===== src/rtl/spi_fifo_master.sv =====
// rtl/spi_fifo_master.sv - write-only SPI master for the LCD path with TX FIFO and per-frame D/C
//
// Purpose: software queues {dc, data} entries in a TX FIFO through a small register window.
//   The engine shifts each entry out as an 8- or 16-bit frame, MSB first, in any CPOL/CPHA mode.
//   The SCK half period is div+1 clocks. Chip select stays low across back-to-back frames.
//
// Ports:
//   clk, reset                     system clock, asynchronous active-high reset
//   address_in[3:2]                register select: 0 DATA, 1 CTRL, 2 STATUS, 3 CSCTL
//   sel_in, read_in                one-cycle access request, 1=read
//   write_mask_in, write_value_in  byte-lane enables and write data
//   read_value_out, ready_out      registered read data and acknowledge, one clock after sel_in
//   spi_clk, spi_mosi, spi_cs_n    SPI bus
//   lcd_dc                         LCD data/command select of the current frame (1=data)
//   irq_out                        enabled, FIFO empty and engine idle
module spi_fifo_master #(
  parameter int FIFO_DEPTH = 16,
  parameter int DIV_RESET  = 4
) (
  input  logic        clk,
  input  logic        reset,
  input  logic [31:0] address_in,
  input  logic        sel_in,
  input  logic        read_in,
  input  logic [3:0]  write_mask_in,
  input  logic [31:0] write_value_in,
  output logic [31:0] read_value_out,
  output logic        ready_out,
  output logic        spi_clk,
  output logic        spi_mosi,
  output logic        spi_cs_n,
  output logic        lcd_dc,
  output logic        irq_out
);
  localparam int PW = $clog2(FIFO_DEPTH);
  localparam int LW = PW + 1;

  typedef enum logic [1:0] {IDLE, SETUP, SHIFT, GAP} state_t;
  state_t state;

  logic        ctrl_en, ctrl_w16, ctrl_cpol, ctrl_cphase, cs_hold, ovf;
  logic [7:0]  ctrl_div;

  // Frame configuration captured at frame start so register writes never disturb a frame.
  logic        act_w16, act_cphase;
  logic [7:0]  act_div;
  logic [7:0]  hcnt;
  logic [5:0]  edge_cnt;
  logic [15:0] shreg;

  logic [16:0]   mem [FIFO_DEPTH];
  logic [PW-1:0] wr_ptr, rd_ptr;
  logic [LW-1:0] level;
  logic          fifo_full, fifo_empty;

  logic        bus_wr, bus_rd;
  logic [1:0]  reg_sel;
  logic        push_req, push, pop, flush_req, ovf_clr;
  logic        frame_start, half_done, busy;
  logic [16:0] head;
  logic [15:0] load_word;
  logic [5:0]  last_edge;
  logic [31:0] rdata;
  logic        unused_bits;

  assign unused_bits = ^{address_in[31:4], address_in[1:0], write_mask_in[3:2], write_value_in[31:17]};

  assign reg_sel    = address_in[3:2];
  assign bus_wr     = sel_in & ~read_in;
  assign bus_rd     = sel_in & read_in;
  assign fifo_full  = (level == LW'(FIFO_DEPTH));
  assign fifo_empty = (level == '0);
  assign busy       = (state != IDLE);

  assign push_req  = bus_wr && (reg_sel == 2'd0) && write_mask_in[0];
  assign flush_req = bus_wr && (reg_sel == 2'd1) && write_mask_in[0] && write_value_in[4];
  assign ovf_clr   = bus_wr && (reg_sel == 2'd2) && write_mask_in[0] && write_value_in[3];

  assign half_done = (hcnt == act_div);
  // A flush in the same cycle wins over starting a new frame from the head entry.
  assign frame_start = ctrl_en && !fifo_empty && !flush_req &&
                       ((state == IDLE) || ((state == GAP) && half_done));
  assign pop  = frame_start;
  // A push into a full FIFO still lands when the engine pops in the same cycle.
  assign push = push_req && (!fifo_full || pop);

  assign head      = mem[rd_ptr];
  assign load_word = ctrl_w16 ? head[15:0] : {head[7:0], 8'h00};
  assign last_edge = act_w16 ? 6'd32 : 6'd16;
  assign irq_out   = ctrl_en && fifo_empty && (state == IDLE);

  always_comb begin
    rdata = 32'h0;
    case (reg_sel)
      2'd1:    rdata = {16'h0, ctrl_div, 4'h0, ctrl_cphase, ctrl_cpol, ctrl_w16, ctrl_en};
      2'd2:    rdata = {16'h0, 8'(level), 4'h0, ovf, fifo_empty, fifo_full, busy};
      2'd3:    rdata = {31'h0, cs_hold};
      default: rdata = 32'h0;
    endcase
  end

  always_ff @(posedge clk or posedge reset) begin
    if (reset) begin
      ready_out      <= 1'b0;
      read_value_out <= 32'h0;
      ctrl_en        <= 1'b0;
      ctrl_w16       <= 1'b0;
      ctrl_cpol      <= 1'b0;
      ctrl_cphase    <= 1'b0;
      ctrl_div       <= 8'(DIV_RESET);
      cs_hold        <= 1'b0;
    end else begin
      ready_out      <= sel_in;
      read_value_out <= bus_rd ? rdata : 32'h0;
      if (bus_wr && (reg_sel == 2'd1)) begin
        if (write_mask_in[0]) begin
          ctrl_en     <= write_value_in[0];
          ctrl_w16    <= write_value_in[1];
          ctrl_cpol   <= write_value_in[2];
          ctrl_cphase <= write_value_in[3];
        end
        if (write_mask_in[1]) ctrl_div <= write_value_in[15:8];
      end
      if (bus_wr && (reg_sel == 2'd3) && write_mask_in[0]) cs_hold <= write_value_in[0];
    end
  end

  always_ff @(posedge clk) begin
    if (push) mem[wr_ptr] <= write_value_in[16:0];
  end

  always_ff @(posedge clk or posedge reset) begin
    if (reset) begin
      wr_ptr <= '0;
      rd_ptr <= '0;
      level  <= '0;
      ovf    <= 1'b0;
    end else begin
      if (flush_req) begin
        wr_ptr <= '0;
        rd_ptr <= '0;
        level  <= '0;
      end else begin
        if (push) wr_ptr <= wr_ptr + 1'b1;
        if (pop)  rd_ptr <= rd_ptr + 1'b1;
        if (push && !pop)      level <= level + 1'b1;
        else if (!push && pop) level <= level - 1'b1;
      end
      if (push_req && fifo_full && !pop) ovf <= 1'b1;
      else if (ovf_clr)                  ovf <= 1'b0;
    end
  end

  always_ff @(posedge clk or posedge reset) begin
    if (reset) begin
      state      <= IDLE;
      spi_clk    <= 1'b0;
      spi_mosi   <= 1'b0;
      spi_cs_n   <= 1'b1;
      lcd_dc     <= 1'b0;
      hcnt       <= 8'h0;
      edge_cnt   <= 6'h0;
      shreg      <= 16'h0;
      act_w16    <= 1'b0;
      act_cphase <= 1'b0;
      act_div    <= 8'(DIV_RESET);
    end else begin
      case (state)
        IDLE: begin
          spi_clk <= ctrl_cpol;
          if (!cs_hold) spi_cs_n <= 1'b1;
        end
        SETUP: begin
          if (half_done) begin
            hcnt     <= 8'h0;
            state    <= SHIFT;
            spi_clk  <= ~spi_clk;
            edge_cnt <= 6'd1;
            // CPHA=1 presents the MSB on the first (leading) edge.
            if (act_cphase) begin
              spi_mosi <= shreg[15];
              shreg    <= shreg << 1;
            end
          end else begin
            hcnt <= hcnt + 8'd1;
          end
        end
        SHIFT: begin
          if (half_done) begin
            hcnt <= 8'h0;
            if (edge_cnt == last_edge) begin
              state <= GAP;
            end else begin
              spi_clk  <= ~spi_clk;
              edge_cnt <= edge_cnt + 6'd1;
              // Upcoming edge number is edge_cnt+1: CPHA=0 drives on even edges, CPHA=1 on odd.
              if (edge_cnt[0] != act_cphase) begin
                spi_mosi <= shreg[15];
                shreg    <= shreg << 1;
              end
            end
          end else begin
            hcnt <= hcnt + 8'd1;
          end
        end
        GAP: begin
          if (half_done) begin
            hcnt <= 8'h0;
            if (!frame_start) begin
              state    <= IDLE;
              spi_cs_n <= ~cs_hold;
            end
          end else begin
            hcnt <= hcnt + 8'd1;
          end
        end
        default: state <= IDLE;
      endcase

      if (frame_start) begin
        state      <= SETUP;
        hcnt       <= 8'h0;
        spi_cs_n   <= 1'b0;
        lcd_dc     <= head[16];
        act_w16    <= ctrl_w16;
        act_cphase <= ctrl_cphase;
        act_div    <= ctrl_div;
        if (ctrl_cphase) begin
          shreg <= load_word;
        end else begin
          spi_mosi <= load_word[15];
          shreg    <= load_word << 1;
        end
      end
    end
  end
endmodule


===== config.mk =====
export PLATFORM = sky130hd
export DESIGN_NAME = spi_fifo_master
export DESIGN_NICKNAME = d
export VERILOG_FILES = /design/src/rtl/spi_fifo_master.sv
export SDC_FILE = /design/constraint.sdc
export NUM_CORES = 1
export LEC_CHECK = 0
export ABC_AREA = 1
export ABC_CLOCK_PERIOD_IN_PS = 3180
export BUFFER_PORTS_ARGS = -buffer_cell sky130_fd_sc_hd__buf_2
export CORE_ASPECT_RATIO = 1.75
export CORE_MARGIN = 2
export CORE_UTILIZATION = 60
export DETAILED_ROUTE_END_ITERATION = 12
export MAX_ROUTING_LAYER = met4
export PLACE_DENSITY = 0.9
export SYNTH_ARGS = -nofsm -noshare
export SYNTH_HDL_FRONTEND = slang
export SYNTH_SLANG_ARGS = --single-unit

===== constraint.sdc =====
create_clock -name clk -period 3.18 [get_ports clk]
set_input_delay 0.159 -clock clk [delete_from_list [all_inputs] [get_ports clk]]
set_output_delay 0.159 -clock clk [all_outputs]
set_load 0.005 [all_outputs]

Word-level counts from Yosys, hierarchy flattened --
Memory sizes are Yosys's and may differ from the RTL's. Cells that the tools add are included.
Storage, ports and cells: output and inout bits 38, bits in writable memories 272, memories kept 1, word-level logic and storage cells 158, flip-flop bits (word level) 106, input port bits 72
Cells by class: eq/ne operators 21, add/sub/neg operators 6, bitwise operators 5, reduce and logical (&&, ||, !) cells 50, multiplexer cells 52
Memory list:
- mem | depth 16, bits a word 17, read ports 1, clocked after Yosys merged registers in 0, wr ports 1, line 51 | logic [16:0] mem [FIFO_DEPTH];
Operators with widths (count):
- $mux 16 | 8
- $pmux 16 s3 | 1
- $mux 32 | 1
- $pmux 16 s2 | 1
- $mux 6 | 4
- $mux 8 | 3
- $ne 3x3->1 const B | 8
- $logic_and 1x1->1 | 21
- $mux 1 | 17
- $mux 4 | 4
- $mux 5 | 3
- $pmux 6 s2 | 1
- $reduce_bool 2->1 | 6
- $reduce_bool 3->1 | 4
- $mux 2 | 5
- $add 4x1->4 const B | 2
- $add 8x1->8 const B | 1
- $eq 2x2->1 const B | 4
- $eq 8x8->1 | 1
- $reduce_and 4->1 | 2
- $add 6x1->6 const B | 1
- $eq 6x6->1 | 1
- $ne 2x2->1 const B | 3
- $pmux 2 s3 | 1
- other kinds (19) | 31

Longest topological paths before layout --
depth in word-level cells 15, depth in mapped cells 20, mapped depth without buffers 19

Worst setup path after synthesis --
OpenSTA, ideal clock, no wires.
kind register to register, start register act_div[2], end memory mem[0][0] (enable), data required time 2790 ps, arrival 2282 ps, path buffers 1, setup time 390 ps, cell stages (with the launch flop) 13, path slack 508 ps, clock period less this slack 2672 ps, cell sequence dfstp_2 > xnor2_1 > nand2_1 > nor2_1 > nand2_1 > nand2_1 > nand2_2 > buf_6 > nand2_1 > nand2_1 > inv_2 > nand2_1 > nor2_1
On the way: longest elaborated chain between the ends 8
Ends and longest elaborated chain:
- start: declaration | line 46 | logic [7:0] act_div;
- start signal: assignment | line 166 | act_div <= 8'(DIV_RESET);
- start signal: assignment | line 227 | act_div <= ctrl_div;
- $eq 8x8->1 | line 79 | assign half_done = (hcnt == act_div);
- $logic_and 1x1->1 | line 82 | ((state == IDLE) || ((state == GAP) && half_done));
- $logic_or 1x1->1 | line 82
- $logic_and 1x1->1 | line 81 | assign frame_start = ctrl_en && !fifo_empty && !flush_req &&
- $logic_or 1x1->1 | line 85 | assign push = push_req && (!fifo_full || pop);
- $logic_and 1x1->1 | line 85
- $mux 1 | line 129 | if (push) mem[wr_ptr] <= write_value_in[16:0];
- $mux 1 (not written as such) | line 129
- end: declaration | line 51
Every way passes these cells.

Worst setup path in the final report --
start register state[0], end register level[4]
On the way: longest elaborated chain between the ends 9, elaborated cells on any way between the ends 14, classes of those cells eq/ne: 1; mux: 2; reduce/logical: 11
Ends and longest elaborated chain:
- start: declaration | line 39 | state_t state;
- start signal: assignment | line 156 | state <= IDLE;
- start signal: assignment | line 176 | state <= SHIFT;
- start signal: assignment | line 192 | state <= GAP;
- $eq 2x2->1 | line 82
- $logic_and 1x1->1 | line 82
- $logic_or 1x1->1 * | line 82
- $logic_and 1x1->1 * | line 81
- $logic_or 1x1->1 | line 85
- $logic_and 1x1->1 | line 85
- $logic_and 1x1->1 / $logic_not 1->1 (equally long branches) | line 146, 147
- $mux 5 / $logic_and 1x1->1 (equally long branches) | line 146, 147
- $mux 5 / $reduce_bool 3->1 (equally long branches)
- end signal: assignment | line 146 | if (push && !pop) level <= level + 1'b1;
- end signal: assignment | line 147 | else if (!push && pop) level <= level - 1'b1;
- end: declaration | line 53 | logic [LW-1:0] level;
Every way passes the cells marked *; elsewhere a longest branch is shown, timed or not. A chain may end at the register's enable or synchronous reset.

==> metrics.md <==
| Metric | Value |
|---|---|
| CORE AREA | `0.0266 mm2` |
| Fin Setup TNS | `0 ns` |
| Cells after Synth | `between 1.5k and 2k` |
| Starting Density | `between 60% and 70%` |
| Required time worst endpoint | `3.65 ns` |
| Register area | `0.0103 mm2` |
| ANT cells | `0` |
| Clock Sinks | `358` |
| Number of synthesized register bits | `358` |
| Share of the synthesized area in the top cell type | `50.4%` |
| Via density | `5.99` |
| Die width | `128 um` |
| Worst Skew | `about 0.021 ns` |
| Slew headroom | `33.3%` |
| Detail Route Antenna Nets | `0` |
| Maxcap violations | `0` |
| Fin crit share | `between 80% and 90%` |
| WHS Path Cells | `4` |
| Yosys warning count | `0` |
| Hold Path Class | `primary input to flip-flop` |
| Dpl ws | `0.473 ns` |
| CP endpoint kind | `flip-flop` |
| DRC errors left | `0` |
| Max frequency | `361 MHz` |
| DR WL/cell | `between 15 and 20 um` |
| Clock buffer count from CTS | `29` |
| RSZ-0062 raised after global routing | `false` |
| Yosys cell types | `between 40 and 50` |
| CTS tree | `built` |
| Worst-Skew Late Latency | `0.58 ns` |
| Root Driver | `clkbuf_16` |
| Initial antenna violation count | `0` |
| FFs w/ async S/R, synth | `24.0%` |
| RD Place Congestion | `0.925` |
| Syn-to-layout area delta | `9.87%` |
| Critical path class | `flip-flop to flip-flop` |
| Power Internal | `roughly 8800 uW` |
| Die ar. | `0.0284 mm2` |
| Setup violations, final | `0` |
| Clk slew on worst S/H paths | `0.07 ns` |
| Drt first pass iters | `8` |
| CP max FO | `8` |
| Most frequent cells in the layout | `555 x nand2_1, 272 x edfxtp_1, 185 x nand3_1, 164 x inv_1` |
| Slew Limit Fails | `0` |
| EDFF count, synth | `272` |
| Core Util, Final | `roughly two thirds` |
| Largest net degree at the start of global routing | `approximately 120` |
| Avg Cell Area, Syn | `9.78 um2` |
| Total Routed Length | `between 40000 and 50000 um` |
| Clk pwr share | `between 20% and 30%` |
| Nets@finish | `approximately 1.8k` |
| Footprint of the multi-input gates | `0.00487 mm2` |
| Flop2flop setup slack | `about 0.41 ns` |
| Final hold vios | `0` |
| Initial DRC count | `1681` |
| Comb power frac | `37.5%` |
| Status | `finished, final reports clean` |
| Fill cells | `1691` |
| Post-synth top area cell | `edfxtp_1` |
| Main synth FF type | `edfxtp_1` |
| Gr usage total | `30.0%` |
| Vias in the first global route | `approximately 12k` |
| Vias | `12.3k` |
| Critical path data arrival time | `3.24 ns` |
| Psw | `5870 uW` |
| Synth area leaders | `edfxtp_1 50%, nand2_1 13%, dfrtp_1 13%` |
| Crit start category | `flip-flop` |
| Post-CTS Setup Inserts | `0` |
| Tmin final | `2.77 ns` |
| Flop pwr share | `approximately two fifths` |
| Die Ht | `approximately 220 um` |
| Lkg Pwr | `about 0.0077 uW` |
| Final HPWL DP | `around 25000 um` |
| Final worst slack | `0.413 ns` |
| H-tree depth | `1` |
| PD cells | `825 mW/mm2` |
| Share of layout cells above drive strength 1 | `9.52%` |
| Sequential area share after synthesis | `between 60% and 70%` |
| Global-route wire length before repair | `64100 um` |
| Switching Share | `40.0%` |
| Clock Path Buffers | `3` |
| Mapped cell area | `between 0.015 and 0.02 mm2` |
| R2R cell count | `16` |
| Leading cell type in the layout, fill and taps excluded | `nand2_1` |
| Count of input and output buffers | `42` |
| Max rail drop VDD | `655 uV` |
| Grt ovf | `0` |
| Rows | `79` |
| Slew @ Worst Pin | `0.996 ns` |
| # IOs | `110` |
-- worst paths after layout --
| kind | start | endpoint |
|---|---|---|
| min in group asynchronous | reset | ctrl_div[6] |
| max in group asynchronous | reset | ctrl_div[2] |
| min reg2reg | shreg[9] | shreg[9] |
| max | state[0] | level[4] |
| max reg2reg | state[0] | level[4] |
| min | address_in[3] | ovf |
-- cells in the mapped netlist, types with 7 or more instances --
library cell / instances
inv_1: 166
buf_2: 25
clkbuf_1: 27
dfrtp_1: 83
xnor2_1: 9
o21ai_0: 81
a21oi_1: 25
inv_2: 7
nor2_1: 85
buf_1: 12
o211ai_1: 7
ha_1: 19
edfxtp_1: 272
nand3_1: 185
buf_4: 22
xor2_1: 9
nand2_1: 555
-- metal layers --
layer | track usage [%] | wire length, um | up-vias
li1 | - | - | 5495
met1 | 33.4 | 13300 | 5832
met2 | 50.8 | 21200 | 792
met3 | 3.53 | 3600 | 208
met4 | 19.1 | 2770 | 0
met5 | - | 0 | -
-- kinds of logic after synthesis --
family	count (synthesis)	share of synthesized area, %
and+or+nand+nor	862	22.2
DFF	358	63.7
buffers and inverters	263	6.89
AOI/OAI and AO/OA	132	4.44
adders and majority gates	20	1.59
xor gates and xnor gates	18	0.973
muxes	2	0.131
other	1	0.0232
-- stage by stage --
step,std cells,total power [uW],hold slack (ns),cell area [um2]
2_1_floorplan,1675,9680,0.190,16300
3_3_place_gp,1988,10900,0.235,16800
3_5_place_dp,1988,11200,0.248,16800
4_1_cts,2057,14500,0.00956,17800
5_1_grt,2057,15400,0.0347,17800
6_report,2057,14700,0.0231,17800
-- registers in the layout (all words and copies together) (netlist names), 2 cells and up --
register,flops
read_value_out,12
level,5
edge_cnt,6
ctrl_div,8
wr_ptr,4
act_div,8
shreg,16
rd_ptr,4
mem,272
hcnt,8
state,2
-- final cells by class --
cell class	instances	area share, %
well taps	324	2.28
inverters	175	3.71
clock inverters	17	0.485
repair buffers	93	3.91
multi-input cells	1054	27.4
flip-flops and latches	358	58.0
clock buffers	36	4.23
-- worst max-delay path, cell delays in order (launching register included) --
cell and delay, ns:
dfrtp_1 0.43, inv_1 0.13, ha_1 0.29, nor2_1 0.19
nor2_2 0.08, nand2_2 0.11, nand3_2 0.19, fa_1 0.48
nand3_1 0.14, nand2_1 0.11, xor2_1 0.17, inv_1 0.06
nand4_1 0.08, nand2_1 0.09, inv_1 0.04, nand2_1 0.05
nand2_1 0.04
-- power groups by stage --
stage / sequential [uW] / combinational (uW) / clock [uW]
6_report: 5860 / 5500 / 3320
2_1_floorplan: 5790 / 3890 / 0
4_1_cts: 5850 / 5350 / 3290
3_3_place_gp: 5910 / 4950 / 0
3_5_place_dp: 5940 / 5220 / 0
5_1_grt: 5900 / 6070 / 3460
-- what timing repair did --
item / 4_1_cts / 5_1_grt
resized for setup: 0 / 0
hold buffers: 16 / 0
hold endpoints to repair: 157 / 0
No activity file was read; power rests on OpenSTA's default activity.
